**src/rtl/digit_scan_timer_if.sv**
```systemverilog
// digit_scan_timer_if : control and scan-output bundle of the display timebase (rev 1.0)
`default_nettype none

interface digit_scan_timer_if #(
   parameter int CNT_W      = 10,
   parameter int NUM_DIGITS = 6
);
   localparam int IDX_W = $clog2(NUM_DIGITS);

   logic                  en;
   logic                  sync_clr;
   logic [CNT_W-1:0]      period;
   logic [CNT_W-1:0]      dp_count;
   logic [IDX_W-1:0]      digit_idx;
   logic [NUM_DIGITS-1:0] digit_sel;
   logic                  blank;
   logic                  slot_tick;
   logic                  frame_tick;

   modport master (
      output en, sync_clr, period,
      input  dp_count, digit_idx, digit_sel, blank, slot_tick, frame_tick
   );

   modport slave (
      input  en, sync_clr, period,
      output dp_count, digit_idx, digit_sel, blank, slot_tick, frame_tick
   );
endinterface

`default_nettype wire

```
**src/rtl/digit_scan_timer.sv**
```systemverilog
// digit_scan_timer : programmable digit-slot prescaler and one-hot digit scanner (rev 1.0)
`default_nettype none

module digit_scan_timer #(
   parameter int CNT_W          = 10,
   parameter int NUM_DIGITS     = 6,
   parameter int BLANK_CYCLES   = 16,
   parameter int SEL_ACTIVE_LOW = 1
) (
   input  logic               clk,
   input  logic               hard_reset,
   digit_scan_timer_if.slave  bus
);
   localparam int                 IDX_W    = $clog2(NUM_DIGITS);
   localparam logic [IDX_W-1:0]   LAST_IDX = IDX_W'(NUM_DIGITS - 1);

   if (CNT_W < 2 || CNT_W > 24) begin : g_bad_cnt_w
      $error("digit_scan_timer: CNT_W out of range 2..24");
   end
   if (NUM_DIGITS < 2 || NUM_DIGITS > 16) begin : g_bad_num_digits
      $error("digit_scan_timer: NUM_DIGITS out of range 2..16");
   end
   if (BLANK_CYCLES < 0 || BLANK_CYCLES >= (1 << CNT_W)) begin : g_bad_blank
      $error("digit_scan_timer: BLANK_CYCLES must fit below 2**CNT_W");
   end

   logic [CNT_W-1:0]      r_count;
   logic [IDX_W-1:0]      r_idx;
   logic                  r_slot_tick;
   logic                  r_frame_tick;
   logic                  w_blank;
   logic [NUM_DIGITS-1:0] w_onehot;

   // The >= compare lets a shrinking period end the slot on the next edge.
   always_ff @(posedge clk or posedge hard_reset) begin
      if (hard_reset) begin
         r_count      <= '0;
         r_idx        <= '0;
         r_slot_tick  <= 1'b0;
         r_frame_tick <= 1'b0;
      end else if (bus.sync_clr) begin
         r_count      <= '0;
         r_idx        <= '0;
         r_slot_tick  <= 1'b0;
         r_frame_tick <= 1'b0;
      end else if (!bus.en) begin
         r_slot_tick  <= 1'b0;
         r_frame_tick <= 1'b0;
      end else if (r_count >= bus.period) begin
         r_count      <= '0;
         r_slot_tick  <= 1'b1;
         r_frame_tick <= (r_idx == LAST_IDX);
         r_idx        <= (r_idx == LAST_IDX) ? '0 : r_idx + IDX_W'(1);
      end else begin
         r_count      <= r_count + CNT_W'(1);
         r_slot_tick  <= 1'b0;
         r_frame_tick <= 1'b0;
      end
   end

   if (BLANK_CYCLES == 0) begin : g_no_blank
      assign w_blank = 1'b0;
   end else begin : g_blank
      localparam logic [CNT_W-1:0] BLANK_TC = CNT_W'(BLANK_CYCLES);
      assign w_blank = (r_count < BLANK_TC);
   end

   always_comb begin
      w_onehot = '0;
      for (int d = 0; d < NUM_DIGITS; d++) begin
         w_onehot[d] = ~w_blank & (r_idx == IDX_W'(d));
      end
   end

   if (SEL_ACTIVE_LOW != 0) begin : g_sel_low
      assign bus.digit_sel = ~w_onehot;
   end else begin : g_sel_high
      assign bus.digit_sel = w_onehot;
   end

   assign bus.dp_count   = r_count;
   assign bus.digit_idx  = r_idx;
   assign bus.blank      = w_blank;
   assign bus.slot_tick  = r_slot_tick;
   assign bus.frame_tick = r_frame_tick;

endmodule

`default_nettype wire

```
**src/flat_wrapper.sv**
```systemverilog
// flat-port wrapper written by rule: the top's interface ports become plain ports
module digit_scan_timer_flat 
#(
   parameter int CNT_W          = 10,
   parameter int NUM_DIGITS     = 6,
   parameter int BLANK_CYCLES   = 16,
   parameter int SEL_ACTIVE_LOW = 1
)
  (clk, hard_reset, bus_en, bus_sync_clr, bus_period, bus_dp_count, bus_digit_idx, bus_digit_sel, bus_blank, bus_slot_tick, bus_frame_tick);
  digit_scan_timer_if #(.CNT_W(CNT_W), .NUM_DIGITS(NUM_DIGITS)) bus_i ();
  input  logic clk;
  input  logic hard_reset;
  input wire logic [$bits(bus_i.en)-1:0] bus_en;
  input wire logic [$bits(bus_i.sync_clr)-1:0] bus_sync_clr;
  input wire logic [$bits(bus_i.period)-1:0] bus_period;
  output wire logic [$bits(bus_i.dp_count)-1:0] bus_dp_count;
  output wire logic [$bits(bus_i.digit_idx)-1:0] bus_digit_idx;
  output wire logic [$bits(bus_i.digit_sel)-1:0] bus_digit_sel;
  output wire logic [$bits(bus_i.blank)-1:0] bus_blank;
  output wire logic [$bits(bus_i.slot_tick)-1:0] bus_slot_tick;
  output wire logic [$bits(bus_i.frame_tick)-1:0] bus_frame_tick;
  assign bus_i.en = bus_en;
  assign bus_i.sync_clr = bus_sync_clr;
  assign bus_i.period = bus_period;
  assign bus_dp_count = bus_i.dp_count;
  assign bus_digit_idx = bus_i.digit_idx;
  assign bus_digit_sel = bus_i.digit_sel;
  assign bus_blank = bus_i.blank;
  assign bus_slot_tick = bus_i.slot_tick;
  assign bus_frame_tick = bus_i.frame_tick;
  digit_scan_timer #(.CNT_W(CNT_W), .NUM_DIGITS(NUM_DIGITS), .BLANK_CYCLES(BLANK_CYCLES), .SEL_ACTIVE_LOW(SEL_ACTIVE_LOW)) u_core (.clk(clk), .hard_reset(hard_reset), .bus(bus_i));
endmodule
```
**config.mk**
```make
export PLATFORM = sky130hd
export DESIGN_NAME = digit_scan_timer_flat
export DESIGN_NICKNAME = d
export VERILOG_FILES = /design/src/rtl/digit_scan_timer_if.sv /design/src/rtl/digit_scan_timer.sv /design/src/flat_wrapper.sv
export SDC_FILE = /design/constraint.sdc
export NUM_CORES = 1
export LEC_CHECK = 0
export CAP_MARGIN = 20
export CELL_PAD_IN_SITES_DETAIL_PLACEMENT = 0
export CELL_PAD_IN_SITES_GLOBAL_PLACEMENT = 2
export CORE_MARGIN = 1
export CORE_UTILIZATION = 27
export CTS_BUF_LIST = sky130_fd_sc_hd__clkbuf_2 sky130_fd_sc_hd__clkbuf_4 sky130_fd_sc_hd__clkbuf_8
export DETAILED_ROUTE_END_ITERATION = 10
export GPL_TIMING_DRIVEN = 0
export MAX_ROUTING_LAYER = met4
export PLACE_DENSITY_LB_ADDON = 0.1
export SLEW_MARGIN = 20
export SYNTH_ARGS = -nofsm -noshare
export SYNTH_HDL_FRONTEND = slang
export SYNTH_SLANG_ARGS = --single-unit
export TNS_END_PERCENT = 30
```
**constraint.sdc**
```tcl
create_clock -name clk -period 2.6 [get_ports clk]
set_input_delay 0.52 -clock clk [delete_from_list [all_inputs] [get_ports clk]]
set_output_delay 0.52 -clock clk [all_outputs]
set_load 0.005 [all_outputs]
```
# == Word-level counts from Yosys, hierarchy flattened ==
# Cells that the tools add are included.
# totals
regBits,15
latchBits,0
ram_bits,0
mem_bits_ro,0
input_bits,14
output_inout_bits,22
n_memories,0
# op_classes
addsub,2
multipliers,0
n_div,0
order_cmp,2
n_eq_ne,5
shift,0
muxes,13
bitwise_logic,8
reduce_logical,4
# ops
operator,count
10-bit two-way mux,3
3-bit two-way mux,4
10-bit by 1-bit adder with 10-bit output (second input constant),1
10-bit >= comparator,1
10-bit by 5-bit < comparator with 1-bit output (second input constant),1
1-bit bitwise AND,6
3-bit by 2-bit equality test with 1-bit output (second input constant),2
3-bit equality test (second input constant),2
1-bit two-way mux,6
6-bit inverter,1
2-bit nonzero test,2
3-bit by 1-bit adder with 3-bit output (second input constant),1
3-bit by 1-bit equality test with 1-bit output (second input constant),1
3-bit logical NOT,1
2-bit AND reduction,1
1-bit inverter,1

# == Logic depth before layout (Yosys ltp) ==
# depth
ltp_word,5
depth_mapped,9

# == Least setup slack after synthesis ==
# OpenSTA, ideal clock, no wires.
# synth_timing
kind,in2reg
startpoint,in bus_period[7]
endpoint,"reg u_core.r_idx[0], in the netlist u_core.bus.digit_idx[0]"
arrival_time_ns,2.005
required_time_ns,2.475
setup_slack_ns,0.469
path_stages,8
n_path_buf,2
cell_sequence,inv_1 > ha_1 > nand4_1 > or3_1 > buf_6 > a21boi_2 > buf_6 > mux2_4
# synth_between
elab_chain_cells,3
# synth_lines
element,line_no,rtl
from (decl),flat_wrapper.sv:15,input wire logic [$bits(bus_i.period)-1:0] bus_period;
10-bit >= comparator,digit_scan_timer.sv:49,end else if (r_count >= bus.period) begin
2-bit nonzero test (no source line),--,
2-bit AND reduction (no source line),--,
to (signal assigned),digit_scan_timer.sv:53,r_idx <= (r_idx == LAST_IDX) ? '0 : r_idx + IDX_W'(1);
to (decl),digit_scan_timer.sv:28,logic [IDX_W-1:0] r_idx;
# No other way between the ends.
# A chain may end at the register's enable or synchronous reset.

# == Final worst setup path ==
# Ends and elaborated chain as after synthesis.

==> results by group <==
Run status
  • Outcome: completed

Clock network
  • Clk Latency, worst-skew pair: 0.26 ns
  • CTS resizes: 0
  • Setup bufs post-CTS: 0
  • H-tree depth: 1
  • CTS Hold Bufs: 0
  • Reg clk slew, reported paths: 0.07 ns
  • CTS tree: done
  • Clk root buf: clkbuf_8
  • Clk buf depth: 2
  • CTS Buf Count: 3
  • Clock sink total: 15

Global route
  • Initial antenna violation count: 0
  • First-pass GRT wire length: 4588 µm
  • Largest net degree at the start of global routing: 16
  • Gr ovfl total: 0
  • Vias in the first global route: 985
  • All-Layer GR Usage: 14.64%

Yosys
  • Synth area leader: dfrtp_1
  • Ys async rst share: 100.0%
  • Post-synthesis cell type count: 32
  • Most frequent cells after synthesis: dfrtp_1 (15), inv_1 (15), ha_1 (12)
  • Cell count after synthesis: 122
  • Area contributors post-synth: dfrtp_1 (34%), ha_1 (14%), inv_1 (5.1%)
  • Syn Area/Cell: approximately 9.0 µm²
  • Seq cells post-synth: 15
  • Post-Syn Area: 1096 µm²
  • Synth Net Count: 148
  • EDFF count, synth: 0
  • Synth warnings: 0
  • Main synth FF type: dfrtp_1
  • Post-synthesis sequential area ratio: 34.25%
  • Synth top area share: 34.25%

STA
  • Final count of hold timing violations: 0
  • Fmax: 405.6 MHz
  • Period utilization: a little over nine tenths
  • Worst rel slew slack: 58.53%
  • Final slew viol count: 0
  • Post-route minimum period: between 2 and 2.5 ns
  • Final Setup Violations: 0
  • Setup Skew: 0.001063 ns
  • Worst-Margin Slew: 0.6214 ns
  • Post-Route Setup TNS: 0 ns
  • RSZ-0062 raised after global routing: false

Cells and area
  • Area Overhead vs Synth: 40.75%
  • Nets: 187
  • Area taken by multi-input logic gates: between 600 and 700 µm²
  • Design area: about 1500 µm²
  • Fill cells: 388
  • Reg area: 375.4 µm²
  • Layout cell share with drive strength beyond 1: 6.875%
  • Final core occ: approximately two fifths
  • Number of diodes: 0

Run
  • Max cap viols: 0

Pwr
  • Pwr/cell area: 326.4 nW/µm²
  • Switching pwr: 0.1278 mW
  • VDD IR max: 0.0001508 V
  • Clock power share: 40.5%
  • Flop pwr share: 47.7%
  • Switching share of power: between 20% and 30%
  • P_int: about 0.38 mW
  • Lkg Pwr: 0.7095 nW
  • Comb pwr share: a little under an eighth

Floorplanning
  • Die X: between 60 and 70 µm
  • Placeable Area: 3771 µm²
  • Starting Density: around 29%
  • Die area: 4318 µm²
  • Std cell rows: 22
  • IO Count: 36
  • Die height: 65.72 µm

Detailed routing
  • Initial drt markers: 19
  • WL final: 2762 µm
  • Total number of vias: 973
  • Antenna-violating nets left: 0
  • TritonRoute pass-1 iters: 4
  • Drt drc: 0
  • Routed wire per std cell: 13.28 µm
  • Via density: 4.678

Setup path
  • Slowest CP cell: clkdlybuf4s50_1
  • Cell Chain, Critical Path: clkdlybuf4s50_1, inv_1, ha_1, nand4_1, or3_1, buf_6, a21boi_2, buf_6, mux2_4
  • Max incr delay on CP: roughly 0.46 ns
  • Capture point of the worst reg-to-reg path: u_core.bus.digit_idx[0]
  • Bufs and invs on worst path: 4
  • Worst Setup Path Type: primary input to flip-flop
  • Reg-to-reg slack, setup: about 0.4 ns
  • Reg2reg path depth: 7
  • Data arrival, critical path: between 2 and 3 ns
  • Family with the most delay on the worst path: buffers and inverters
  • Worst R2R Start: u_core.bus.dp_count[8]
  • Required time of the critical path: 2.75 ns
  • Worst setup SP type: primary input
  • Crit path top cell by count: buf_6
  • Crit Path Max Fanout: 10
  • Crit. End Element: flip-flop

Placed design
  • IO buf count: 34
  • GPL Wtd Cong: 0.7382
  • HPWL after DPL: ~2000 µm
  • Area after DPL: 1496 µm²

Hold path
  • Worst hold endpoint: u_core.bus.dp_count[0]
  • Hold Crit Class: flip-flop to flip-flop
  • Worst Hold Launch: u_core.bus.dp_count[0]
  • WHS Path Cells: 2
[flip-flops by register name (all words and copies together) (netlist names)]
signal,cells
u_core.bus.digit_idx,3
u_core.bus.dp_count,10
u_core.bus.slot_tick,1
u_core.bus.frame_tick,1
[per-layer routing]
layer  global-route usage [%]  wire (µm)
met3                    1.563        113
met4                    7.337         63
met5                        -          0
met1                    17.30       1280
met2                    24.49       1305
[through the flow]
stage	hold slack [ns]	setup WS, ns	cells	total power [mW]
floorplan	0.4215	0.4695	122	0.2726
global placement	0.5913	-0.1486	204	0.3038
detailed placement	0.6185	-0.1586	204	0.3054
CTS	0.6284	0.09820	208	0.5079
global route	0.6623	0.005275	208	0.5259
finish	0.6250	0.1347	208	0.5035
[kinds of logic (layout without fill, tap and decap cells)]
group | Yosys count | after routing | share of synthesized area, %
flip-flops | 15 | 15 | 34.25
AO/OA/AOI/OAI | 13 | 13 | 8.448
adder cells (fa/ha/maj) | 12 | 12 | 13.70
AND/OR/NAND/NOR | 52 | 52 | 26.37
multiplexers | 3 | 3 | 3.424
XOR/XNOR | 7 | 7 | 5.594
buffers and inverters | 20 | 58 | 8.219
[power by group through the flow]
| stage | Clock [mW] | Combinational, mW | Sequential (mW) |
|---|---|---|---|
| 6_report | 0.204 | 0.0595 | 0.240 |
| 5_1_grt | 0.218 | 0.0674 | 0.240 |
| 4_1_cts | 0.206 | 0.0614 | 0.240 |
| 3_5_place_dp | 0 | 0.0610 | 0.244 |
| 3_3_place_gp | 0 | 0.0596 | 0.244 |
| 2_1_floorplan | 0 | 0.0291 | 0.244 |
[worst min-delay path, delay by kind of cell (launching register included)]
kind / cells / cell delay (ns)
flip-flops: 1 / 0.43
AND/OR/NAND/NOR: 1 / 0.09
AO/OA/AOI/OAI: 1 / 0.06
[final cells by class]
class                           count  area share, %
Sequential cell                    15          24.33
Clock inverter                      1         0.3244
Timing Repair Buffer               34          22.06
Inverter                           15          3.650
Clock buffer                        3          2.676
Multi-Input combinational cell     87          40.88
Tap cell                           48          3.893
Buffer                              5          2.190
[how the worst max path moves through the flow]
stage / startpoint / end / slack, ns / depth (start not counted)
finish: bus_period[7] / u_core.bus.digit_idx[0] / 0.13 / 9
floorplan: bus_period[7] / u_core.bus.digit_idx[0] / 0.47 / 8
global route: bus_period[9] / u_core.bus.digit_idx[0] / 0.005 / 9
detailed placement: bus_period[7] / u_core.bus.digit_idx[0] / -0.16 / 9
global placement: bus_period[7] / u_core.bus.digit_idx[0] / -0.15 / 9
CTS: bus_period[7] / u_core.bus.digit_idx[0] / 0.1 / 9
[cells in the final DEF, fill, tap and decap left out, types with 2 or more instances in the layout]
master,instances
a211oi_1,3
a21oi_1,4
and3_1,3
buf_6,2
clkbuf_1,3
clkbuf_8,3
clkdlybuf4s50_1,34
dfrtp_1,15
ha_1,12
inv_1,15
mux2_2,2
nand2_1,7
nand2b_1,4
nand3_1,5
nand3b_1,2
nand4_1,4
nor2_1,8
nor2b_1,4
nor3_1,9
xor2_1,6
No activity file was read; power rests on OpenSTA's default activity.
